--- src/rtl/or1200_imem_arb_if.sv ---
// Bus bundle shared by the instruction-memory arbiter and its environment.
// "slave" is the arbiter's view (it serves the CPU and debug requesters and
// drives the shared instruction port); "master" is the view of everything
// around it: requesters, the memory side, and a testbench.
interface or1200_imem_arb_if;
    // CPU fetch side
    logic        c_req;
    logic [31:0] c_adr;
    logic        c_flush;
    logic        c_ack;
    logic        c_err;
    logic [31:0] c_dat;
    logic [3:0]  c_tag;

    // Debug-unit read side
    logic        d_req;
    logic [31:0] d_adr;
    logic        d_ack;
    logic        d_err;
    logic [31:0] d_dat;

    // Shared instruction port
    logic        m_req;
    logic [31:0] m_adr;
    logic        m_ack;
    logic        m_err;
    logic [31:0] m_dat;
    logic [3:0]  m_tag;

    modport master (
        output c_req, c_adr, c_flush, d_req, d_adr,
               m_ack, m_err, m_dat, m_tag,
        input  c_ack, c_err, c_dat, c_tag, d_ack, d_err, d_dat,
               m_req, m_adr
    );

    modport slave (
        input  c_req, c_adr, c_flush, d_req, d_adr,
               m_ack, m_err, m_dat, m_tag,
        output c_ack, c_err, c_dat, c_tag, d_ack, d_err, d_dat,
               m_req, m_adr
    );
endinterface

--- src/rtl/or1200_imem_arb.sv ---
// Instruction-memory arbiter: shares one instruction port between CPU fetches
// and debug-unit reads. One transaction outstanding at most, round-robin on
// ties, combinational return path, flush handling via a DRAIN state that
// swallows the orphaned response, and a watchdog that forces a bus error if
// the memory never answers.
module or1200_imem_arb #(
    parameter logic [7:0] TIMEOUT = 8'd255
) (
    input  logic              clk,
    input  logic              rst,
    or1200_imem_arb_if.slave  bus,
    output logic              busy
);

    typedef enum logic [1:0] {
        IDLE  = 2'd0,
        GNT_C = 2'd1,
        GNT_D = 2'd2,
        DRAIN = 2'd3
    } state_t;

    state_t      state;
    state_t      state_next;

    logic [7:0]  wait_cnt;
    logic        last_grant_d;
    logic [31:0] m_adr_q;

    logic        c_elig;
    logic        d_elig;
    logic        pick_c;
    logic        pick_d;
    logic        resp;
    logic        expired;

    logic        c_ack;
    logic        c_err;
    logic [31:0] c_dat;
    logic [3:0]  c_tag;
    logic        d_ack;
    logic        d_err;
    logic [31:0] d_dat;

    // State register; reset forgets any in-flight transaction outright.
    always_ff @(posedge clk) begin
        if (rst) begin
            state <= IDLE;
        end else begin
            state <= state_next;
        end
    end

    // Arbitration, response routing, flush and watchdog decisions.
    // m_err takes priority over m_ack so the CPU never sees both at once.
    always_comb begin
        state_next = state;
        pick_c     = 1'b0;
        pick_d     = 1'b0;
        c_ack      = 1'b0;
        c_err      = 1'b0;
        c_dat      = 32'h0;
        c_tag      = 4'h0;
        d_ack      = 1'b0;
        d_err      = 1'b0;
        d_dat      = 32'h0;
        c_elig     = bus.c_req & ~bus.c_flush;
        d_elig     = bus.d_req;
        resp       = bus.m_ack | bus.m_err;
        expired    = (wait_cnt == TIMEOUT);

        case (state)
            IDLE: begin
                if (c_elig && d_elig) begin
                    pick_c = last_grant_d;
                    pick_d = ~last_grant_d;
                end else begin
                    pick_c = c_elig;
                    pick_d = d_elig;
                end
                if (pick_c) begin
                    state_next = GNT_C;
                end else if (pick_d) begin
                    state_next = GNT_D;
                end
            end
            GNT_C: begin
                if (resp) begin
                    state_next = IDLE;
                    if (!bus.c_flush) begin
                        c_err = bus.m_err;
                        c_ack = bus.m_ack & ~bus.m_err;
                        c_dat = bus.m_dat;
                        c_tag = bus.m_tag;
                    end
                end else if (bus.c_flush) begin
                    state_next = DRAIN;
                end else if (expired) begin
                    state_next = IDLE;
                    c_err      = 1'b1;
                    c_tag      = 4'hb;
                end
            end
            GNT_D: begin
                if (resp) begin
                    state_next = IDLE;
                    d_err      = bus.m_err;
                    d_ack      = bus.m_ack & ~bus.m_err;
                    d_dat      = bus.m_dat;
                end else if (expired) begin
                    state_next = IDLE;
                    d_err      = 1'b1;
                end
            end
            DRAIN: begin
                if (resp || expired) begin
                    state_next = IDLE;
                end
            end
            default: begin
                state_next = IDLE;
            end
        endcase
    end

    // Address latch, tie-break history and the saturating wait counter.
    // The counter restarts whenever the state changes, so entering DRAIN
    // gives the orphaned access a fresh timeout window.
    always_ff @(posedge clk) begin
        if (rst) begin
            m_adr_q      <= 32'h0;
            last_grant_d <= 1'b1;
            wait_cnt     <= 8'h0;
        end else begin
            if (pick_c) begin
                m_adr_q      <= bus.c_adr & 32'hffff_fffc;
                last_grant_d <= 1'b0;
            end else if (pick_d) begin
                m_adr_q      <= bus.d_adr & 32'hffff_fffc;
                last_grant_d <= 1'b1;
            end
            if (state_next != state) begin
                wait_cnt <= 8'h0;
            end else if (state != IDLE && !expired) begin
                wait_cnt <= wait_cnt + 8'd1;
            end
        end
    end

    assign busy      = (state != IDLE);
    assign bus.m_req = (state != IDLE);
    assign bus.m_adr = m_adr_q;
    assign bus.c_ack = c_ack;
    assign bus.c_err = c_err;
    assign bus.c_dat = c_dat;
    assign bus.c_tag = c_tag;
    assign bus.d_ack = d_ack;
    assign bus.d_err = d_err;
    assign bus.d_dat = d_dat;

endmodule

--- src/flat_wrapper.sv ---
// flat-port wrapper written by rule: the top's interface ports become plain ports
module or1200_imem_arb_flat 
#(
    parameter logic [7:0] TIMEOUT = 8'd255
)
  (clk, rst, busy, bus_c_req, bus_c_adr, bus_c_flush, bus_d_req, bus_d_adr, bus_m_ack, bus_m_err, bus_m_dat, bus_m_tag, bus_c_ack, bus_c_err, bus_c_dat, bus_c_tag, bus_d_ack, bus_d_err, bus_d_dat, bus_m_req, bus_m_adr);
  or1200_imem_arb_if bus_i ();
  input  logic clk;
  input  logic rst;
  output logic busy;
  input wire logic [$bits(bus_i.c_req)-1:0] bus_c_req;
  input wire logic [$bits(bus_i.c_adr)-1:0] bus_c_adr;
  input wire logic [$bits(bus_i.c_flush)-1:0] bus_c_flush;
  input wire logic [$bits(bus_i.d_req)-1:0] bus_d_req;
  input wire logic [$bits(bus_i.d_adr)-1:0] bus_d_adr;
  input wire logic [$bits(bus_i.m_ack)-1:0] bus_m_ack;
  input wire logic [$bits(bus_i.m_err)-1:0] bus_m_err;
  input wire logic [$bits(bus_i.m_dat)-1:0] bus_m_dat;
  input wire logic [$bits(bus_i.m_tag)-1:0] bus_m_tag;
  output wire logic [$bits(bus_i.c_ack)-1:0] bus_c_ack;
  output wire logic [$bits(bus_i.c_err)-1:0] bus_c_err;
  output wire logic [$bits(bus_i.c_dat)-1:0] bus_c_dat;
  output wire logic [$bits(bus_i.c_tag)-1:0] bus_c_tag;
  output wire logic [$bits(bus_i.d_ack)-1:0] bus_d_ack;
  output wire logic [$bits(bus_i.d_err)-1:0] bus_d_err;
  output wire logic [$bits(bus_i.d_dat)-1:0] bus_d_dat;
  output wire logic [$bits(bus_i.m_req)-1:0] bus_m_req;
  output wire logic [$bits(bus_i.m_adr)-1:0] bus_m_adr;
  assign bus_i.c_req = bus_c_req;
  assign bus_i.c_adr = bus_c_adr;
  assign bus_i.c_flush = bus_c_flush;
  assign bus_i.d_req = bus_d_req;
  assign bus_i.d_adr = bus_d_adr;
  assign bus_i.m_ack = bus_m_ack;
  assign bus_i.m_err = bus_m_err;
  assign bus_i.m_dat = bus_m_dat;
  assign bus_i.m_tag = bus_m_tag;
  assign bus_c_ack = bus_i.c_ack;
  assign bus_c_err = bus_i.c_err;
  assign bus_c_dat = bus_i.c_dat;
  assign bus_c_tag = bus_i.c_tag;
  assign bus_d_ack = bus_i.d_ack;
  assign bus_d_err = bus_i.d_err;
  assign bus_d_dat = bus_i.d_dat;
  assign bus_m_req = bus_i.m_req;
  assign bus_m_adr = bus_i.m_adr;
  or1200_imem_arb #(.TIMEOUT(TIMEOUT)) u_core (.clk(clk), .rst(rst), .bus(bus_i), .busy(busy));
endmodule
--- config.mk ---
export PLATFORM = sky130hd
export DESIGN_NAME = or1200_imem_arb_flat
export DESIGN_NICKNAME = d
export VERILOG_FILES = /design/src/rtl/or1200_imem_arb_if.sv /design/src/rtl/or1200_imem_arb.sv /design/src/flat_wrapper.sv
export SDC_FILE = /design/constraint.sdc
export NUM_CORES = 1
export LEC_CHECK = 0
export BUFFER_PORTS_ARGS = -buffer_cell sky130_fd_sc_hd__buf_2
export CAP_MARGIN = 10
export CORE_UTILIZATION = 39
export CTS_CLUSTER_DIAMETER = 150
export DETAILED_ROUTE_END_ITERATION = 8
export PLACE_DENSITY = 0.82
export SLEW_MARGIN = 10
export SYNTH_ARGS = -nofsm -noshare
export SYNTH_HDL_FRONTEND = slang
export SYNTH_SLANG_ARGS = --single-unit
--- constraint.sdc ---
create_clock -name clk -period 1.7 [get_ports clk]
set_input_delay 0.255 -clock clk [delete_from_list [all_inputs] [get_ports clk]]
set_output_delay 0.255 -clock clk [all_outputs]
set_load 0.05 [all_outputs]
==> run_results.csv <==
group,metric,value,unit
status,status,"complete, but fails checks",
status,violations,"negative setup slack",
grt,track_usage,30.1,%
timing,worst_pin_slew,542,ps
setup_path,crit_arrival,1630,ps
setup_path,crit_path_end_kind,"output pin",
floorplan,rows,28,
pwr,cellPowerDensity,670,nW/µm²
placement,gp_congestion,0.914,
synth,synthCells,339,
floorplan,core-area,6060,µm²
pwr,ir_worst_vdd,577,µV
timing,maxSlewViolCount,0,
cts,numCtsBuffers,5,
grt,grt_overflow,0,
cells_and_area,final_common_cell,"buf_2",
floorplan,start_util,41.5,%
floorplan,die_h,82.3,µm
cts,numClockSinks,41,
route,drt_iter0_drc,291,
setup_path,cp_max_fo,32,
route,wl,11900,µm
timing,period_share,111,%
pwr,total_power,3040,µW
cells_and_area,fin_cells,621,
timing,max_freq,530,MHz
placement,dp_cells,609,
synth,synth_top_area_share,32.6,%
synth,synth_top_cell_by_area,"dfxtp_1",
timing,timing.hold.ws,217,ps
cts,cts_buffer_depth,2,
route,drcViolationCount,0,
grt,antenna_found_initial,1,
grt,grt_start_max_net_pins,61,
placement,hpwl,6830,µm
grt,first_global_vias,2977,
synth,ys_ff_latch,41,
floorplan,io_pins,213,
floorplan,die_x,82.3,µm
synth,netlist_area,2510,µm²
timing,rsz0062_at_grt,"true",
cells_and_area,final_cell_mix,"134 x buf_2, 66 x nand2_1, 43 x nor2_1, 43 x buf_6, 36 x dfxtp_1",
synth,synth_area_per_cell,7.42,µm²
timing,slew_headroom,63.5,%
cts,cts_tree,"built",
synth,ys_types,38,
cts,clock_latency,290,ps
synth,synth_area_leaders,"dfxtp_1 33%, and2_1 16%, a311oi_1 11%, nand2_1 9.9%, nor2_1 6.9%",
timing,finalSetupViolCount,73,
cells_and_area,antenna_cells,0,
timing,final-hold-violation-count,0,
route,wl_per_cell,19.1,µm
job,maxCapViolCount,0,
cts,cts-root-buf,"clkbuf_8",
placement,dpl_worst_slack,60.6,ps
cells_and_area,drive_gt1_share,53.7,%
setup_path,start_kind,"register",
route,drt-pass1-iter-count,5,
pwr,power_leakage,0.00214,µW
placement,portBuffers,206,
timing,worst_slack,-188,ps
cells_and_area,final_core_util,74.7,%
cells_and_area,syn2layout_area_growth,80.1,%
grt,grt_pass1_wl,15100,µm
worst_hold_path,min_path_type,"in2reg",
cts,htree_levels,2,
route,antenna_left,0,
synth,yosysWarningCount,0,
setup_path,cp.required,1440,ps
synth,synth_seq_area_share,32.6,%
route,vias,3472,
route,avgViaCountPerCell,5.59,
setup_path,path_class,"reg2out",
cts,clk_pin_slew,80,ps
floorplan,dieArea,6770,µm²
cells_and_area,fin_nets,653,
timing,min_period,1890,ps
timing,clock_skew,5.04,ps
-- repair_timing --
action                     in CTS  in global routing
hold buffers                    0                  0
buffers inserted                2                  1
resized for setup             140                 37
setup endpoints to repair      70                 88
pin swaps                       8                  5
cloned                          0                  1
-- critical path, stage by stage, from the launching register on --
cell and delay (ps):
dfxtp_1 380, nand2b_1 240, nor2_2 160, buf_12 190
and2_1 200, buf_6 170
-- stage by stage --
stage                     setup TNS, ps  instance area, µm²
after floorplan                   -1940                2590
after global placement                0                3810
after detailed placement              0                3810
after CTS                          -624                4360
after global routing             -14860                4530
final                             -9970                4530
-- registers in the layout, summed over array words and instances, names as in the netlist --
name,count
u_core.bus.m_adr,30
u_core.last_grant_d,1
u_core.state,2
u_core.wait_cnt,8
-- power breakdown --
| part | switching (µW) | internal [µW] |
|---|---|---|
| Clock | 349 | 284 |
| Sequential | 47.7 | 1050 |
| Combinational | 878 | 429 |
| Total | 1270 | 1760 |
-- metal layers --
layer	part of all wire, %	GRT usage [%]	vias up
met1	35	31.5	1587
met4	7.0	21.9	2
met3	11	9.12	79
met5	0.11	0	-
met2	48	51.1	253
li1	-	-	1551
-- logic make-up (layout without fill, tap and decap cells) --
group | after synthesis | in the layout | share of synthesized area, %
AO/OA/AOI/OAI | 53 | 53 | 17.3
XOR/XNOR | 5 | 5 | 1.74
adder cells (fa/ha/maj) | 1 | 1 | 0.497
buffers and inverters | 32 | 238 | 7.16
flip-flops | 41 | 41 | 32.6
multiplexers | 1 | 1 | 0.398
other | 1 | 2 | 0.149
AND/OR/NAND/NOR | 205 | 205 | 40.1
-- layout make-up --
| class | count | area, µm² |
|---|---|---|
| repair buffers | 228 | 1840 |
| multi-input cells | 267 | 1670 |
| fillers | 385 | 1530 |
| flip-flops and latches | 41 | 827 |
| well taps | 75 | 93.8 |
| clock buffers | 5 | 68.8 |
| clock inverters | 3 | 17.5 |
| inverters | 2 | 7.51 |
-- cells in the mapped netlist --
master	n
nor4_1	1
and3_1	2
conb_1	1
dfxtp_1	41
nand2b_1	3
o2111ai_2	1
ha_1	1
nand2_1	66
inv_1	2
nand4b_1	1
nor2_1	46
a311oi_1	31
o21a_1	2
nor2b_1	2
and2_1	65
nor4bb_1	1
clkbuf_1	13
a2111oi_4	1
o211a_1	1
buf_6	4
a211oi_1	1
xor2_1	1
nor3_1	4
o21bai_1	1
buf_4	6
and4_1	1
nand3b_1	1
buf_1	1
nand4_1	1
o211ai_1	2
a21oi_1	8
nor2_8	1
xnor2_1	4
nand3_1	10
mux2i_1	1
a31oi_1	1
buf_2	6
o21ai_0	4
-- worst paths after layout --
path                        from                   end  slack [ps]  cells past startpoint
min                bus_d_adr[18]  u_core.bus.m_adr[18]         220                      3
max              u_core.state[0]          bus_d_dat[9]        -190                      5
max reg2reg   u_core.wait_cnt[1]    u_core.wait_cnt[6]         -60                      7
min reg2reg  u_core.bus.m_adr[4]   u_core.bus.m_adr[4]         500                      2
Note: power is estimated with default switching activity, not from simulation.
